==> src/rtl/shift_sequencer.sv <==
// shift_sequencer
// Multi-cycle controller for a shared 16-bit barrel shifter whose immediate is a
// 5-bit signed step (+ve = left, -ve = logical right).  A request carries an
// operand and an AMT_W-bit signed shift amount.  The amount is split into steps
// of at most STEP_MAX, and one step is applied per clock.  Each shifter result is
// fed back into the accumulator, and the final value is returned over a
// valid/ready handshake.
//
// Optional feature macro: SHIFT_SEQ_EARLY_EN
//    When defined, a request whose amount magnitude is at least DATA_W skips the
//    RUN phase entirely.  Every bit is shifted out in that case, so the result
//    is always zero.
//
// State flow: IDLE -> RUN -> DONE -> IDLE.  A zero amount goes IDLE -> DONE.
// Reset is synchronous and active-high.  It discards any request or result that
// is in flight.

module shift_sequencer #(
   parameter int DATA_W   = 16,
   parameter int AMT_W    = 8,
   parameter int STEP_MAX = 15
) (
   input  logic              clk,
   input  logic              reset,
   input  logic              req_valid,
   output logic              req_ready,
   input  logic [DATA_W-1:0] req_data,
   input  logic [AMT_W-1:0]  req_amt,
   output logic [4:0]        sh_imm,
   output logic [DATA_W-1:0] sh_in,
   input  logic [DATA_W-1:0] sh_out,
   output logic              rsp_valid,
   input  logic              rsp_ready,
   output logic [DATA_W-1:0] rsp_data,
   output logic              busy
);

   // The remaining count carries one extra bit so that the most negative amount
   // (-2^(AMT_W-1)) has a representable magnitude and is handled exactly.
   localparam int                REM_W    = AMT_W + 1;
   localparam logic [REM_W-1:0] STEP_LIM = REM_W'(STEP_MAX);

   typedef enum logic [1:0] {
      IDLE = 2'd0,
      RUN  = 2'd1,
      DONE = 2'd2
   } state_t;

   state_t              state_q, state_d;
   logic [DATA_W-1:0]   acc_q, acc_d;
   logic [REM_W-1:0]    rem_q, rem_d;

   logic                remNeg;
   logic [REM_W-1:0]    remMag;
   logic [REM_W-1:0]    stepMag;
   logic [REM_W-1:0]    stepVal;
   logic [REM_W-1:0]    remNext;
   logic [REM_W-1:0]    reqAmtExt;

   // The current step is derived from the remaining count.  Its magnitude is
   // clamped to STEP_MAX, and the sign is kept so that the shift direction never
   // changes part-way through a request.
   assign remNeg    = rem_q[REM_W-1];
   assign remMag    = remNeg ? (~rem_q + 1'b1) : rem_q;
   assign stepMag   = (remMag > STEP_LIM) ? STEP_LIM : remMag;
   assign stepVal   = remNeg ? (~stepMag + 1'b1) : stepMag;
   assign remNext   = rem_q - stepVal;
   assign reqAmtExt = {req_amt[AMT_W-1], req_amt};

`ifdef SHIFT_SEQ_EARLY_EN
   logic [REM_W-1:0]    reqMag;
   logic                farShift;

   // Any amount of DATA_W or more in either direction clears the operand, so the
   // answer can be produced immediately.
   assign reqMag   = reqAmtExt[REM_W-1] ? (~reqAmtExt + 1'b1) : reqAmtExt;
   assign farShift = (reqMag >= REM_W'(DATA_W));
`endif

   // State and datapath registers; reset returns to an empty IDLE machine.
   always_ff @(posedge clk) begin
      if (reset) begin
         state_q <= IDLE;
         acc_q   <= '0;
         rem_q   <= '0;
      end else begin
         state_q <= state_d;
         acc_q   <= acc_d;
         rem_q   <= rem_d;
      end
   end

   // Next-state and next-datapath logic: load on accept, iterate the shifter in
   // RUN, and hold the result in DONE until it is consumed.
   always_comb begin
      state_d = state_q;
      acc_d   = acc_q;
      rem_d   = rem_q;
      case (state_q)
         IDLE: begin
            if (req_valid) begin
               acc_d   = req_data;
               rem_d   = reqAmtExt;
               state_d = (reqAmtExt == '0) ? DONE : RUN;
`ifdef SHIFT_SEQ_EARLY_EN
               if (farShift) begin
                  acc_d   = '0;
                  rem_d   = '0;
                  state_d = DONE;
               end
`endif
            end
         end
         RUN: begin
            acc_d = sh_out;
            rem_d = remNext;
            if (remNext == '0) begin
               state_d = DONE;
            end
         end
         DONE: begin
            if (rsp_ready) begin
               state_d = IDLE;
            end
         end
         default: begin
            state_d = IDLE;
         end
      endcase
   end

   // Outputs are decoded from the registered state and the accumulator only.
   // No output depends combinationally on a handshake input.
   always_comb begin
      req_ready = 1'b0;
      rsp_valid = 1'b0;
      busy      = 1'b0;
      sh_imm    = 5'd0;
      sh_in     = acc_q;
      rsp_data  = acc_q;
      case (state_q)
         IDLE: begin
            req_ready = 1'b1;
         end
         RUN: begin
            busy   = 1'b1;
            sh_imm = stepVal[4:0];
         end
         DONE: begin
            busy      = 1'b1;
            rsp_valid = 1'b1;
         end
         default: begin
            req_ready = 1'b0;
         end
      endcase
   end

endmodule
==> config.mk <==
export PLATFORM = sky130hd
export DESIGN_NAME = shift_sequencer
export DESIGN_NICKNAME = d
export VERILOG_FILES = /design/src/rtl/shift_sequencer.sv
export SDC_FILE = /design/constraint.sdc
export NUM_CORES = 1
export LEC_CHECK = 0
export ABC_CLOCK_PERIOD_IN_PS = 5500
export CAP_MARGIN = 20
export CORE_MARGIN = 10
export CORE_UTILIZATION = 44
export CTS_CLUSTER_DIAMETER = 200
export DETAILED_ROUTE_END_ITERATION = 16
export GPL_ROUTABILITY_DRIVEN = 0
export PLACE_DENSITY = 0.81
export SYNTH_ARGS = -nofsm -noshare
export SYNTH_HDL_FRONTEND = slang
export SYNTH_SLANG_ARGS = --single-unit
==> constraint.sdc <==
create_clock -name clk -period 5.5 [get_ports clk]
set_clock_uncertainty 0.05 [all_clocks]
set_input_delay 1.65 -clock clk [delete_from_list [all_inputs] [get_ports clk]]
set_output_delay 1.65 -clock clk [all_outputs]
set_load 0.05 [all_outputs]
==> Word level (Yosys, flattened, before mapping) <==
Index checks and enable logic that the tools add are counted.
{ "totals": {"ff_bits": 27, "latchBits": 0, "ramBits": 0, "romBits": 0, "in_bits": 44, "out_inout_bits": 40, "memories": 0} }
{ "classes": {"addsub": 3, "n_mul": 0, "n_div": 0, "order_cmp": 1, "n_eq_ne": 5, "shift": 0, "n_mux": 16, "n_bitwise": 2, "n_reduce_logical": 7} }
{ "op_table": {"columns": ["operator", "count"], "rows": [
  ["2-to-1 mux 9 bit", 4],
  ["case mux 16 bit (2 select lines)", 1],
  ["adder 9 x 1 -> 9 bit, second input constant", 2],
  ["logical NOT 9 bit", 2],
  ["NOT 9 bit", 2],
  ["case mux 9 bit (2 select lines)", 1],
  ["2-to-1 mux 16 bit", 1],
  ["> comparator 9 x 4 -> 1 bit, second input constant", 1],
  ["subtractor 9 bit", 1],
  ["2-to-1 mux 2 bit", 4],
  ["inequality test 2 bit, second input constant", 3],
  ["case mux 2 bit (3 select lines)", 1],
  ["2-to-1 mux 5 bit", 1],
  ["2-to-1 mux 1 bit", 3],
  ["AND reduction 3 bit", 1],
  ["== test 2 x 1 -> 1 bit, second input constant", 1],
  ["== test 2 bit, second input constant", 1],
  ["logical NOT 2 bit", 1],
  ["AND reduction 2 bit", 1],
  ["nonzero test 2 bit", 1],
  ["OR reduction 2 bit", 1]
]} }

==> Depth between registers and ports, before layout <==
Gate-level depths: netlist (run 1).
{ "logic_depth": {"word_depth": 12, "ltp_mapped": 20} }

==> Worst setup path after synthesis (run 1) <==
Ideal clock, no wire load.
{ "synth_timing": {"kind": "register -> output", "startpoint": "register rem_q[0]", "endpoint": "output sh_imm[3]", "arrival_ps": 2981, "required_time_ps": 3800, "path_slack_ps": 819, "stages_incl_launch_ff": 12, "cell_sequence": "dfxtp_1 clkbuf_1 inv_1 ha_1 or3b_1 a211oi_1 o32ai_2 nor3_1 nand2_1 nor4_1 a211oi_1 nor2_1"} }
{ "synth_via": {"elab_chain_cells": 9} }
{ "synth_lines": {"columns": ["element", "line_no", "text"], "rows": [
  ["start, declared", "51", "logic [REM_W-1:0] rem_q, rem_d;"],
  ["start signal, assigned", "89", "rem_q <= rem_d;"],
  ["NOT 9 bit", "64", "assign remMag = remNeg ? (~rem_q + 1'b1) : rem_q;"],
  ["adder 9 x 1 -> 9 bit", "64", null],
  ["2-to-1 mux 9 bit (*)", "64", null],
  ["> comparator 9 x 4 -> 1 bit", "65", "assign stepMag = (remMag > STEP_LIM) ? STEP_LIM : remMag;"],
  ["2-to-1 mux 9 bit (*)", "65", null],
  ["NOT 9 bit", "66", "assign stepVal = remNeg ? (~stepMag + 1'b1) : stepMag;"],
  ["adder 9 x 1 -> 9 bit", "66", null],
  ["2-to-1 mux 9 bit (*)", "66", null],
  ["2-to-1 mux 5 bit (*)", "141", "case (state_q)"],
  ["end, declared", "29", "output logic [4:0] sh_imm,"]
]} }
Every way passes the cells marked *; elsewhere a longest branch is shown, timed or not.

==> Final worst setup path (run 1) <==
{ "layout_timing": {"startpoint": "register rem_q[0]", "endpoint": "output sh_imm[4]"} }
The elaborated chain is that of the path after synthesis.

==> run metrics, run 1 <==
status finished, final reports clean; die footprint between 8000 and 9000 um2; Iter 0 DRT Violations ~120; syn_nets roughly 330; die width 89.51 um; Final Hold Fails 0; CP Max Fanout 9; largest net degree at the start of global routing 49; dpl cells between 300 and 400; Placeable Area between 4000 and 5000 um2; Synth Flop Type dfxtp_1; Achievable Freq 194.6 MHz; most frequent cells in the layout clkdlybuf4s50_1, nor2_1, a211oi_1, dfxtp_1, mux2i_1; later-pin clock latency in the skew report 280 ps; Hold-fix buffers, CTS 0; CP Class reg2out; most common cell after layout, fill and taps aside clkdlybuf4s50_1; Hold Path Depth 2; area added between synthesis and finish 38.32%; CTS Buf Count 3; MaxCap Viol Count 0; crit path time final 5138 ps; synthesized instance count between 200 and 300; flop2flop setup slack 620 ps; worst-case clock buffer depth 2; Remaining DRCs 0; sequential cell area fraction in the yosys report 25.43%; vias approximately 2100; CP endpoint kind primary output; post-DR vias/cell approximately 5.5; Crit Reg-Reg Startpoint rem_q[0]; vias in the first global route 2053; Top Ports between 80 and 90; end of the worst hold path rsp_data[12]; post-layout util between 60 and 70%; nets@finish between 300 and 400; Final Cycle Share 93.42%; clock slew at reported path FFs 90 ps; hold_sp rsp_data[12]; slew margin rel. between 20% and 30%; Worst Hold Class reg2reg; Post-synth EDFFs 0; Layout fillers around 400; number of cells on the worst reg-to-reg path 16; drt pass-1 iters 4; total wire length between 6 and 7 mm; WL/cell ~17 um; H-Tree Depth 1; hpwl dp about 4.9 mm; Netlist cell types 44; arrival time at the worst endpoint between 3000 and 4000 ps; CTS tree done; die height roughly 90 um; CP Data Required Time around 3800 ps; initial antenna violation count 0; CTS root buf clkbuf_8; Post-Layout Cell Count ~380; setup TNS 0 ps; Synth async-reset ratio 0%; IO buf count 83; Starting Density about 45%; Slew Limit Fails 0; #FFs+latches synth 27; Mapped Area ~2100 um2; first-pass GRT wire length about 9.6 mm; Global Route Usage Sum about 15%; Antenna diodes 0; global route overflow 0; Syn. warnings 0; Antenna Violating Nets Remaining 0; cell row count 25; Final Setup Violations 0; reg2reg end state_q[0]; crit path launch type register; Synth Area per Inst ~7.9 um2; CTS Sinks 27; Slew @ Worst Pin approximately 1100 ps; RSZ-0062 raised after global routing false; layout cells sized above 1 3.692%
==> cell families (layout without fill, tap and decap cells) <==
family / after synthesis / after routing / synth area share [%]
xor+xnor: 9 / 9 / 3.708
fa+ha+maj: 13 / 13 / 8.005
mux: 22 / 22 / 10.42
simple gates: 91 / 91 / 20.13
flops: 27 / 27 / 25.43
buf+inv: 41 / 98 / 10.12
compound gates: 65 / 65 / 22.19
==> what timing repair did <==
action	in CTS	in global routing
gates resized for setup	2	2
setup endpoints to repair	2	6
setup buffers	0	0
==> sequential cells by signal (all words and copies together) (netlist names) <==
signal / count
rem_q: 9
state_q: 2
rsp_data: 16
==> Yosys cell counts (all sizes together), types with 2 or more instances <==
cell type,count,area [um2]
and3,2,12.51
nand2,17,63.81
ha,12,150.1
nor3,4,20.02
nor3b,3,22.52
buf,20,136.4
a31oi,5,31.28
dfxtp,27,540.5
clkbuf,12,45.04
o21ai,5,25.02
or4,3,22.52
a211o,2,17.52
xnor2,4,35.03
nor2,44,165.2
a21oi,11,55.05
nand3b,2,15.01
o21a,2,15.01
a211oi,29,217.7
mux2i,21,210.2
nand3,2,10.01
a21o,3,22.52
or3,3,18.77
inv,8,30.03
nand2b,2,12.51
nor4,4,25.02
xor2,5,43.79
==> routing by layer <==
metal / track usage [%] / up-vias / part of all wire [%]
met5: 0 / - / 0
met4: 4.480 / 0 / 1.1
met3: 5.652 / 6 / 8.9
met2: 25.21 / 78 / 48
met1: 17.28 / 946 / 42
li1: - / 1067 / -
==> cell type report <==
type | instances | area, um2 | share of cell area, %
clock buffer | 3 | 41.29 | 1.404
clock inverter | 1 | 5.005 | 0.1702
inverter | 9 | 33.78 | 1.149
multi-input combinational | 200 | 1386 | 47.15
sequential | 27 | 540.5 | 18.38
tap | 54 | 67.56 | 2.298
timing repair buffer | 85 | 865.8 | 29.45
==> worst max-delay path, cell delays in order, from the launching register on <==
cell and delay [ps]:
dfxtp_1 410, inv_1 170, ha_1 290, or4b_1 460, and3_1 210, o32ai_2 310
nor3_2 130, nand2_1 150, nand2_1 90, nor2_1 120, clkdlybuf4s50_1 820
==> worst max path at each step <==
stage | end | slack [ps] | depth (start not counted) | start
finish | sh_imm[4] | 360 | 10 | rem_q[0]
global route | sh_imm[3] | 80 | 11 | rem_q[0]
CTS | sh_imm[1] | 70 | 11 | rem_q[0]
detailed placement | sh_imm[2] | 280 | 11 | rem_q[0]
global placement | sh_imm[3] | 430 | 11 | rem_q[0]
floorplan | sh_imm[3] | 820 | 11 | rem_q[0]
==> per-stage QoR <==
stage	cell area [um2]	setup WS [ps]	hold slack, ps
global placement	2861	429.7	450.3
detailed placement	2861	278.0	459.6
CTS	2905	70.30	473.2
finish	2940	362.1	470.4
global route	2940	81.25	490.6
floorplan	2126	819.1	434.5
Power of run 1 is not shown: default switching activity piles up to over one toggle a cycle in this logic, so the estimate is an artifact.
==> run 2: changes to the inputs <==
--- a/config.mk
+++ b/config.mk
@@ -7,12 +7,14 @@
 export LEC_CHECK = 0
 export ABC_CLOCK_PERIOD_IN_PS = 5500
 export CAP_MARGIN = 20
+export CELL_PAD_IN_SITES_DETAIL_PLACEMENT = 0
+export CELL_PAD_IN_SITES_GLOBAL_PLACEMENT = 1
 export CORE_MARGIN = 10
-export CORE_UTILIZATION = 44
+export CORE_UTILIZATION = 31
 export CTS_CLUSTER_DIAMETER = 200
 export DETAILED_ROUTE_END_ITERATION = 16
 export GPL_ROUTABILITY_DRIVEN = 0
-export PLACE_DENSITY = 0.81
+export PLACE_DENSITY_LB_ADDON = 0.1
 export SYNTH_ARGS = -nofsm -noshare
 export SYNTH_HDL_FRONTEND = slang
 export SYNTH_SLANG_ARGS = --single-unit
==> run metrics, run 2 (synthesis gave the netlist of run 1 again) <==
max reg flops 16 (unchanged); Antenna diodes 0 (unchanged); Iter 0 DRT Violations 88 (-29%); cell row count 30 (+20%); CP Max Fanout 6 (-3); largest net degree at the start of global routing 31 (-37%); CP Class reg2out; H-Tree Depth 1 (unchanged); CTS Buf Count 3 (unchanged); global route overflow 0 (unchanged); Final Cycle Share 92.56% (-0.86 points); slew margin rel. 62.80% (+34 points); flop2flop setup slack 790 ps (+170 ps); Antenna Violating Nets Remaining 0 (unchanged); setup TNS 0 ps (unchanged); total wire length 6.572 mm (+4.7%); worst-case clock buffer depth 2 (unchanged); CP endpoint kind primary output; CP Data Required Time 3800 ps (about the same); crit path launch type register; most common cell after layout, fill and taps aside clkdlybuf4s50_1; CTS root buf clkbuf_8; Placeable Area 6719 um2 (+43%); Worst Hold Class reg2reg; met2 Usage GRT 18.99% (-6.2 points); Slew Limit Fails 0 (unchanged); later-pin clock latency in the skew report 270 ps (about the same); die height 102.8 um (+15%); Remaining DRCs 0 (unchanged); vias in the first global route 2033 (-0.97%); Global Route Usage Sum 12.05% (-3.0 points); layout cells sized above 1 4.863% (+1.2 points); most frequent cells in the layout clkdlybuf4s50_1, nor2_1, a211oi_1, dfxtp_1, mux2i_1; IO buf count 83 (unchanged); CTS tree done; hpwl dp 5.112 mm (+5.0%); die width 102.8 um (+15%); Achievable Freq 196.4 MHz (+0.93%); Final Hold Fails 0 (unchanged); initial antenna violation count 0 (unchanged); clock slew at reported path FFs 90 ps (about the same); drt pass-1 iters 4 (unchanged); Layout fillers 672 (+66%); met3 Usage GRT 3.820% (-1.8 points); area added between synthesis and finish 40.38%; Slew @ Worst Pin 554.7 ps (-509.6 ps); MaxCap Viol Count 0 (unchanged); post-DR vias/cell 5.037 (-9.0%); Final Setup Violations 0 (unchanged); Most Used Layer, Global Route met2; first-pass GRT wire length 10.29 mm (+7.2%); die footprint 10570 um2 (+32%); met1 GRT Util 15.98% (-1.3 points); worst hold slack 464.9 ps (-5.474 ps); vias 2060 (-1.8%); status finished, final reports clean; Post-CTS Setup Bufs 0 (unchanged); crit path time final 5091 ps (-47.33 ps); arrival time at the worst endpoint 3390 ps (-50 ps); CTS Sinks 27 (unchanged); post-layout util 44.41% (-18 points); WL/cell 16.07 um (-3.0%); dpl cells 405 (+8.3%); Post-Layout Cell Count 409 (+7.9%); RSZ-0062 raised after global routing false; Starting Density 31.64% (-14 points); Top Ports 84 (unchanged); nets@finish 387 (+1.0%)
[run 2: final cells by class]
cell class                      instances  area (um2)  share of cell area [%]
Sequential cell                        27       540.5                   18.11
Clock buffer                            4       45.04                   1.509
Inverter                                9       33.78                   1.132
Timing Repair Buffer                   89       878.3                   29.43
Multi-Input combinational cell        200        1386                   46.46
Tap cell                               80       100.1                   3.354
[run 2: stage by stage]
step	worst slack, ps	area [um2]
floorplan	819.1	2126
detailed placement	412.3	2929
global route	69.31	2984
finish	409.5	2984
global placement	512.3	2929
CTS	97.10	2974
[run 2: timing repair]
item                                    CTS  global route
hold buffers                              0             0
resized for setup                         0             3
endpoints found under the setup margin    0             3
[run 2: final timing paths]
path	from	end	cells past startpoint
max	rem_q[0]	sh_imm[1]	11
min	rsp_data[10]	rsp_data[10]	2
max reg2reg	rem_q[0]	state_q[0]	16
min reg2reg	rsp_data[10]	rsp_data[10]	2
[run 2: per-layer routing]
layer / share of wire [%] / vias to the layer above
li1: - / 1079
met1: 48 / 928
met2: 45 / 51
met3: 6.5 / 2
met4: 0.29 / 0
met5: 0 / -
[run 2: critical path: stages (launching register included)]
cell,delay (ps)
dfxtp_1,320
inv_1,140
ha_1,290
or3b_1,390
a211oi_1,230
o32ai_2,150
nor3_2,300
nand2_1,160
nor2_1,130
a21oi_1,90
nor2_1,110
clkdlybuf4s50_1,820
Power of run 2 is left out for the same reason.
